--- config.mk ---
export PLATFORM = sky130hd
export DESIGN_NAME = sdp_rd_arbiter
export DESIGN_NICKNAME = d
export VERILOG_FILES = /design/src/rtl/sdp_rd_arbiter.sv
export SDC_FILE = /design/constraint.sdc
export NUM_CORES = 1
export LEC_CHECK = 0
export ABC_AREA = 1
export CORE_UTILIZATION = 25
export CTS_CLUSTER_DIAMETER = 150
export DETAILED_ROUTE_END_ITERATION = 7
export PLACE_DENSITY = 0.78
export SETUP_SLACK_MARGIN = 0.4
export SLEW_MARGIN = 20
export SYNTH_ARGS = -nofsm -noshare
export SYNTH_HDL_FRONTEND = slang
export SYNTH_SLANG_ARGS = --single-unit
--- constraint.sdc ---
create_clock -name clk -period 4.45 [get_ports clk]
set_input_delay 0.89 -clock clk [delete_from_list [all_inputs] [get_ports clk]]
set_output_delay 0.89 -clock clk [all_outputs]
set_load 0.05 [all_outputs]
--- src/rtl/sdp_rd_arbiter.sv ---
// Round-robin arbiter sharing one SDP RAM read port between NUM_REQ requesters, with an
// in-order tag FIFO routing read data back to its issuer. Define SDP_RD_ARB_ERR_EN for err.
module sdp_rd_arbiter #(
    parameter int unsigned W_DATA          = 16,
    parameter int unsigned W_ADDR          = 16,
    parameter int unsigned NUM_REQ         = 2,
    parameter int unsigned MAX_OUTSTANDING = 2
) (
    input  logic                        clk,
    input  logic                        rst,
    input  logic [NUM_REQ-1:0]          req_addr_valid,
    output logic [NUM_REQ-1:0]          req_addr_ready,
    input  logic [NUM_REQ*W_ADDR-1:0]   req_addr_data,
    output logic [NUM_REQ-1:0]          rsp_data_valid,
    input  logic [NUM_REQ-1:0]          rsp_data_ready,
    output logic [W_DATA-1:0]           rsp_data_data,
    output logic                        mem_addr_valid,
    input  logic                        mem_addr_ready,
    output logic [W_ADDR-1:0]           mem_addr_data,
    input  logic                        mem_data_valid,
    output logic                        mem_data_ready,
    input  logic [W_DATA-1:0]           mem_data_data
`ifdef SDP_RD_ARB_ERR_EN
    ,
    output logic                        err
`endif
);

    localparam int unsigned W_ID  = (NUM_REQ > 1) ? $clog2(NUM_REQ) : 1;
    localparam int unsigned W_PTR = (MAX_OUTSTANDING > 1) ? $clog2(MAX_OUTSTANDING) : 1;
    localparam int unsigned W_CNT = $clog2(MAX_OUTSTANDING + 1);

    localparam logic [W_ID-1:0]  LAST_ID  = W_ID'(NUM_REQ - 1);
    localparam logic [W_PTR-1:0] LAST_PTR = W_PTR'(MAX_OUTSTANDING - 1);
    localparam logic [W_CNT-1:0] FULL_CNT = W_CNT'(MAX_OUTSTANDING);

    typedef enum logic {
        ARB_FREE   = 1'b0,
        ARB_LOCKED = 1'b1
    } arb_state_t;

    arb_state_t       state_q, state_d;
    logic [W_ID-1:0]  lock_id_q, lock_id_d;
    logic [W_ID-1:0]  rr_ptr_q, rr_ptr_d;
    logic [W_PTR-1:0] head_q, head_d;
    logic [W_PTR-1:0] tail_q, tail_d;
    logic [W_CNT-1:0] count_q, count_d;
    logic [W_ID-1:0]  tag_mem_q [MAX_OUTSTANDING];

    logic             lock_hold_c;
    logic [W_ID-1:0]  grant_c;
    logic [W_ID-1:0]  rr_cand_c;
    logic             rr_found_c;
    logic [W_ID-1:0]  head_id_c;
    logic             fifo_full_c;
    logic             fifo_empty_c;
    logic             push_c;
    logic             pop_c;

`ifdef SDP_RD_ARB_ERR_EN
    logic             lock_drop_c;
    logic             orphan_c;

    // A requester abandoning its locked address releases the lock in the same cycle.
    assign lock_drop_c = (state_q == ARB_LOCKED) && !req_addr_valid[lock_id_q];
    assign lock_hold_c = (state_q == ARB_LOCKED) &&  req_addr_valid[lock_id_q];
    assign orphan_c    = !rst && mem_data_valid && fifo_empty_c;
`else
    assign lock_hold_c = (state_q == ARB_LOCKED);
`endif

    // Grant selection: locked id, else first valid requester starting at rr_ptr.
    always_comb begin
        grant_c    = rr_ptr_q;
        rr_cand_c  = rr_ptr_q;
        rr_found_c = 1'b0;
        if (lock_hold_c) begin
            grant_c = lock_id_q;
        end else begin
            for (int unsigned k = 0; k < NUM_REQ; k++) begin
                if (!rr_found_c && req_addr_valid[rr_cand_c]) begin
                    grant_c    = rr_cand_c;
                    rr_found_c = 1'b1;
                end
                rr_cand_c = (rr_cand_c == LAST_ID) ? '0 : rr_cand_c + W_ID'(1);
            end
        end
    end

    // Address mux from the granted requester.
    always_comb begin
        mem_addr_data = '0;
        for (int unsigned i = 0; i < NUM_REQ; i++) begin
            if (grant_c == W_ID'(i)) begin
                mem_addr_data = req_addr_data[i*W_ADDR +: W_ADDR];
            end
        end
    end

    assign fifo_full_c  = (count_q == FULL_CNT);
    assign fifo_empty_c = (count_q == '0);
    assign head_id_c    = tag_mem_q[head_q];

    // Full FIFO blocks issue without looking at the pop side, keeping rsp ready off this path.
    assign mem_addr_valid = !rst && req_addr_valid[grant_c] && !fifo_full_c;
    assign mem_data_ready = !rst && rsp_data_ready[head_id_c] && !fifo_empty_c;
    assign rsp_data_data  = mem_data_data;

    always_comb begin
        req_addr_ready            = '0;
        rsp_data_valid            = '0;
        req_addr_ready[grant_c]   = !rst && mem_addr_ready && !fifo_full_c;
        rsp_data_valid[head_id_c] = !rst && mem_data_valid && !fifo_empty_c;
    end

    assign push_c = mem_addr_valid && mem_addr_ready;
    assign pop_c  = mem_data_valid && mem_data_ready;

    // Next-state: lock tracking, round-robin pointer and tag FIFO bookkeeping.
    always_comb begin
        state_d   = ARB_FREE;
        lock_id_d = lock_id_q;
        rr_ptr_d  = rr_ptr_q;
        head_d    = head_q;
        tail_d    = tail_q;
        count_d   = count_q;

        if (mem_addr_valid && !mem_addr_ready) begin
            state_d   = ARB_LOCKED;
            lock_id_d = grant_c;
        end

        if (push_c) begin
            rr_ptr_d = (grant_c == LAST_ID) ? '0 : grant_c + W_ID'(1);
            tail_d   = (tail_q == LAST_PTR) ? '0 : tail_q + W_PTR'(1);
        end

        if (pop_c) begin
            head_d = (head_q == LAST_PTR) ? '0 : head_q + W_PTR'(1);
        end

        case ({push_c, pop_c})
            2'b10:   count_d = count_q + W_CNT'(1);
            2'b01:   count_d = count_q - W_CNT'(1);
            default: count_d = count_q;
        endcase
    end

    always_ff @(posedge clk) begin
        if (rst) begin
            state_q   <= ARB_FREE;
            lock_id_q <= '0;
            rr_ptr_q  <= '0;
            head_q    <= '0;
            tail_q    <= '0;
            count_q   <= '0;
        end else begin
            state_q   <= state_d;
            lock_id_q <= lock_id_d;
            rr_ptr_q  <= rr_ptr_d;
            head_q    <= head_d;
            tail_q    <= tail_d;
            count_q   <= count_d;
        end
    end

    // Tag storage needs no reset: entries are only read while count is non-zero.
    always_ff @(posedge clk) begin
        if (push_c) begin
            tag_mem_q[tail_q] <= grant_c;
        end
    end

`ifdef SDP_RD_ARB_ERR_EN
    always_ff @(posedge clk) begin
        if (rst) begin
            err <= 1'b0;
        end else if (orphan_c || lock_drop_c) begin
            err <= 1'b1;
        end
    end
`endif

endmodule

Word-level counts from Yosys, hierarchy flattened
Memories as Yosys holds them, arrays and structs flattened. A register that Yosys moved wholly into a read port is not among the register bits.
Index checks and enable logic that the tools add are counted.

cells by class
  multipliers = 0
  $add $sub $neg = 6
  mux-type cells = 27
  bitwise logic cells = 2
  magnitude comparators = 6
  equal/unequal tests = 3
  div/mod/pow operators = 0
  reductions and logical operators = 21
  shift operators = 0

operator list
  cell                                                         number
  2-to-1 mux 1 bit                                             23
  2-to-1 mux 16 bit                                            1
  logical AND 1 bit                                            14
  less-than comparator 1 x 2 -> 1 bit (second input constant)  4
  zero test 1 bit                                              5
  adder 1 bit (second input constant)                          4
  bitwise AND 2 bit                                            2
  == test 2 bit (second input constant)                        2
  one-hot mux 2 bit (2 select lines)                           1
  adder 2 x 1 -> 2 bit (second input constant)                 1
  demux 1 bit (select 1 bit)                                   2
  == test 2 x 1 -> 1 bit (second input constant)               1
  >= comparator 1 bit (second input constant)                  2
  zero test 2 bit                                              1
  nonzero test 2 bit                                           1
  subtractor 2 x 1 -> 2 bit (second input constant)            1

storage, ports and cells
  memories = 1
  bits in writable memories = 2
  bits in read-only memories = 0
  input bits = 56
  flip-flop bits (word level) = 7
  logic and storage cells = 72
  bits in latches = 0
  output and inout port bits = 38

memories
  memory     depth  bits a word  rd ports  clocked after memory_dff  wr ports  line  source
  tag_mem_q  2      1            1         1                         1         48    logic [W_ID-1:0] tag_mem_q [MAX_OUTSTANDING];

Longest topological paths before layout
  depth in word-level cells = 15
  mapped depth = 13
  mapped depth without buffers = 13

Least setup slack after synthesis
OpenSTA, ideal clock, no wires.

  path kind = in2out
  from = in req_addr_valid[0]
  to = out req_addr_ready[1]
  arrival time = 2.101 ns
  data required time = 3.560 ns
  path buffers = 1
  setup slack = 1.459 ns
  cell stages on the path = 8
  cells stage by stage = inv_1 > nand2_1 > nand2_1 > nand2_2 > nand2_2 > inv_2 > buf_2 > nor2_1

on the way
  longest elaborated chain between the ends = 13
  elaborated cells between the ends (all ways) = 16
  classes of those cells = 2 x order compare; 10 x mux; 1 x bitwise; 3 x reduce/logical

ends and longest elaborated chain
  what                                                                                              line  source
  start, declared                                                                                   11    input logic [NUM_REQ-1:0] req_addr_valid,
  2-to-1 mux 1 bit (implied by the code) (2 in series)                                              81    if (!rr_found_c && req_addr_valid[rr_cand_c]) begin
  2-to-1 mux 1 bit                                                                                  81
  2-to-1 mux 1 bit                                                                                  77    if (lock_hold_c) begin
  zero test 1 bit                                                                                   81
  logical AND 1 bit (*)                                                                             81
  2-to-1 mux 1 bit (*)                                                                              81
  2-to-1 mux 1 bit (*)                                                                              77
  less-than comparator 1 x 2 -> 1 bit (implied by the code) or >= comparator 1 bit (tied branches)  112   req_addr_ready[grant_c] = !rst && mem_addr_ready && !fifo_full_c;
  logical AND 1 bit                                                                                 112
  2-to-1 mux 1 bit (implied by the code)                                                            112
  demux 1 bit (select 1 bit) (*)                                                                    112
  bitwise AND 2 bit (no line) (*)                                                                   --
  end, declared                                                                                     12    output logic [NUM_REQ-1:0] req_addr_ready,

Every way passes the cells marked *; elsewhere a longest branch is shown, timed or not. The select of a mux whose other input is x is not followed.

Worst setup path in the final report
  from = in req_addr_valid[0]
  to = out mem_addr_data[14]

on the way
  longest elaborated chain between the ends = 9
  elaborated cells between the ends (all ways) = 11
  classes of those cells = 9 x mux; 2 x reduce/logical

ends and longest elaborated chain
  what                                                  line  source
  2-to-1 mux 1 bit (implied by the code) (2 in series)  81
  2-to-1 mux 1 bit                                      81
  2-to-1 mux 1 bit                                      77
  zero test 1 bit                                       81
  logical AND 1 bit (*)                                 81
  2-to-1 mux 1 bit (*)                                  81
  2-to-1 mux 1 bit (*)                                  77
  2-to-1 mux 16 bit (*)                                 94    if (grant_c == W_ID'(i)) begin
  end, declared                                         19    output logic [W_ADDR-1:0] mem_addr_data,

Marks and branches as above.

==> reports/results.tsv <==
metric	value	unit
status	finished, final reports clean	
power.share.clock	18.7	%
netSwitchingFraction	42.4	%
antenna_cells	0	
clock_sinks	10	
syn_area_per_cell	5.84	µm²
routabilityCongestion	0.755	
netlist_top_cells_area	sky130_fd_sc_hd__nand2_1 28%, sky130_fd_sc_hd__dfxtp_1 19%, sky130_fd_sc_hd__buf_4 15%	
cell_type_contributing_the_most_total_cell_area_after_synthesis	sky130_fd_sc_hd__nand2_1	
worstReg2RegEnd	count_q[1]	
internal_power	210	µW
globalRouteOverflowTotal	0	
hold_path.class	flop to flop	
largest_vdd_supply_drop	111	µV
crit_path_max_fanout	17	
clock.fmax	262	MHz
number_of_nets_with_antenna_violations_after_routing	0	
sequentialPowerShare	27.5	%
vias	970	
timing.slew.headroom	66.0	%
finish.cell_count_without_fillers	238	
dp_hpwl	1700	µm
core_area	3150	µm²
place_worst_setup_slack	631	ps
max_slew.worst_pin.slew	508	ps
hold_viol	0	
drtIter0Drc	21	
setup_viol_count_final	0	
crit_start_category	primary input	
cap_viol_max_count	0	
clk_root_buffer_cell	sky130_fd_sc_hd__clkbuf_4	
grt_max_degree	21	
ff2ff_setup_slack	2470	ps
synth_cells	147	
criticalPathCategory	primary input to output pin	
cts_buffers	3	
critical_path.reg2reg.startpoint	rr_ptr_q	
drt-vias-per-instance	4.08	
post_cts_resized	0	
critical_path_required	3560	ps
place.detailed.instances	234	
power_per_cell_area	257	nW/µm²
number_of_flip_flops_and_latches_in_the_synthesized_netlist	10	
rr_worst_depth	13	
avgRoutedWirePerCell	8.74	µm
wire_length_of_the_first_global_routing_pass	3130	µm
switchingPower	155	µW
post_route_cells_drive_above_1_share	5.67	%
worstSetupEndpointType	output pin	
postSynthNetCount	204	
overall_global_routing_usage	11.6	%
fin_total_pwr	365	µW
top_level_ports	94	
slew_violations	0	
pwr-share-comb	53.8	%
grt_pass1_vias	824	
multiInputGateArea	433	µm²
placed_cell_area	1390	µm²
timing.critical_path.arrival	2930	ps
clock_latency	270	ps
row_count	20	
fin_nets	252	
initial_core_util	27.2	%
sequential_area_share_after_synthesis	25.7	%
whs_endpoint	count_q[1]	
grt_setup_unrepaired	no	
cts_post_setup_buffers_inserted	0	
skew	7.15	ps
mappedNetlistArea	858	µm²
startpoint	req_addr_valid[0]	
tritoncts_clock_tree	yes	
die-height	60.6	µm
cts_htree_levels	1	
place.port_buffers	61	
post-route-min-period	3820	ps
antenna_found_initial	0	
postLayoutCellArea	1420	µm²
filler_cell_count	342	
cts-hold-fix-buffers	0	
netlist.area_leader.share	28.0	%
holdWs	479	ps
first_pass_iters	4	
detailed_route_wire_length	2080	µm
totalNegativeSetupSlack	0	ps
areaGrowthSynthToFinish	65.5	%
remaining_drc_errors	0	
synth-warning-count	0	
cts_buffer_depth	2	
synthDistinctLibCells	18	
final_critical_path_setup_slack	635	ps
finalCoreUtilization	45.0	%
dieWidth	60.6	µm
path_clk_slew	60	ps
design.die.area	3670	µm²
area.sequential	220	µm²
hold_depth	1	
cellLeakagePower	0.692	nW
hold_path_startpoint	count_q[1]	
timing.final.crit_share	85.7	%
-- metal layers --
metal	track usage (%)	up-vias	wire, µm
met5	0	-	0
met4	8.77	0	64
met3	2.13	7	169
met2	19.5	53	964
met1	13.0	389	882
li1	-	521	-
-- worst max-delay path, stage by stage --
cell	delay, ps
sky130_fd_sc_hd__clkdlybuf4s50_1	480
sky130_fd_sc_hd__inv_1	60
sky130_fd_sc_hd__nand2_1	60
sky130_fd_sc_hd__nand2_1	60
sky130_fd_sc_hd__nand2_2	90
sky130_fd_sc_hd__nand2_2	90
sky130_fd_sc_hd__inv_2	230
sky130_fd_sc_hd__nand2_1	80
sky130_fd_sc_hd__nand2_1	90
sky130_fd_sc_hd__clkdlybuf4s50_1	800
-- layout make-up --
class                      count  area share (%)
multi-input combinational    100            30.5
tap                           44            3.88
clock buffer                   4            1.85
inverter                      18            4.76
sequential                    10            15.5
timing repair buffer          62            43.5
-- synthesized netlist by cell type --
| library cell | n |
|---|---|
| sky130_fd_sc_hd__edfxtp_1 | 2 |
| sky130_fd_sc_hd__inv_1 | 17 |
| sky130_fd_sc_hd__inv_2 | 1 |
| sky130_fd_sc_hd__nor2_1 | 16 |
| sky130_fd_sc_hd__nand4_1 | 3 |
| sky130_fd_sc_hd__nor2_2 | 1 |
| sky130_fd_sc_hd__ha_1 | 1 |
| sky130_fd_sc_hd__o21ai_1 | 2 |
| sky130_fd_sc_hd__nand4_2 | 1 |
| sky130_fd_sc_hd__dfxtp_1 | 8 |
| sky130_fd_sc_hd__buf_2 | 2 |
| sky130_fd_sc_hd__o21ai_0 | 3 |
| sky130_fd_sc_hd__a21oi_1 | 4 |
| sky130_fd_sc_hd__buf_4 | 17 |
| sky130_fd_sc_hd__nand2_2 | 3 |
| sky130_fd_sc_hd__nand3_2 | 1 |
| sky130_fd_sc_hd__xor2_1 | 1 |
| sky130_fd_sc_hd__nand2_1 | 64 |
-- worst max path at each step --
stage | slack [ps] | cells past startpoint | end
2_1_floorplan | 1460 | 8 | req_addr_ready[1]
3_3_place_gp | 640 | 10 | mem_addr_data[14]
3_5_place_dp | 630 | 10 | mem_addr_data[14]
4_1_cts | 610 | 10 | mem_addr_data[14]
5_1_grt | 480 | 10 | mem_addr_data[14]
6_report | 630 | 10 | mem_addr_data[14]
-- kinds of logic after synthesis --
| kind of cell | count (synthesis) | synth area share [%] |
|---|---|---|
| flops | 10 | 25.7 |
| xor+xnor | 1 | 1.02 |
| buf+inv | 37 | 23.9 |
| simple gates | 89 | 42.7 |
| compound gates | 9 | 5.25 |
| fa+ha+maj | 1 | 1.46 |
-- power groups by stage --
stage | logic, mW | clock network [mW] | registers [mW]
5_1_grt | 0.212 | 0.0731 | 0.101
6_report | 0.197 | 0.0684 | 0.101
4_1_cts | 0.198 | 0.0683 | 0.100
2_1_floorplan | 0.156 | 0 | 0.102
3_3_place_gp | 0.197 | 0 | 0.102
3_5_place_dp | 0.198 | 0 | 0.103
-- state kept, by name, summed over array words and instances, names as in the netlist, named ones only --
signal       flops
rr_ptr_q         1
lock_id_q        1
tag_mem_q        2
lock_hold_c      1
tail_q           1
head_q           1
count_q          2
-- layout by cell type (no fill, tap or decap) --
| cell | n |
|---|---|
| sky130_fd_sc_hd__nor2_2 | 1 |
| sky130_fd_sc_hd__nor2_1 | 16 |
| sky130_fd_sc_hd__nand2_2 | 3 |
| sky130_fd_sc_hd__xor2_1 | 1 |
| sky130_fd_sc_hd__edfxtp_1 | 2 |
| sky130_fd_sc_hd__nand3_2 | 1 |
| sky130_fd_sc_hd__a21oi_1 | 4 |
| sky130_fd_sc_hd__nand4_2 | 1 |
| sky130_fd_sc_hd__clkdlybuf4s50_1 | 61 |
| sky130_fd_sc_hd__clkbuf_4 | 3 |
| sky130_fd_sc_hd__buf_4 | 1 |
| sky130_fd_sc_hd__o21ai_0 | 3 |
| sky130_fd_sc_hd__ha_1 | 1 |
| sky130_fd_sc_hd__clkbuf_1 | 1 |
| sky130_fd_sc_hd__inv_2 | 1 |
| sky130_fd_sc_hd__inv_1 | 17 |
| sky130_fd_sc_hd__o21ai_1 | 2 |
| sky130_fd_sc_hd__dfxtp_1 | 8 |
| sky130_fd_sc_hd__nand4_1 | 3 |
| sky130_fd_sc_hd__nand2_1 | 64 |
(Power assumes the default switching activity.)
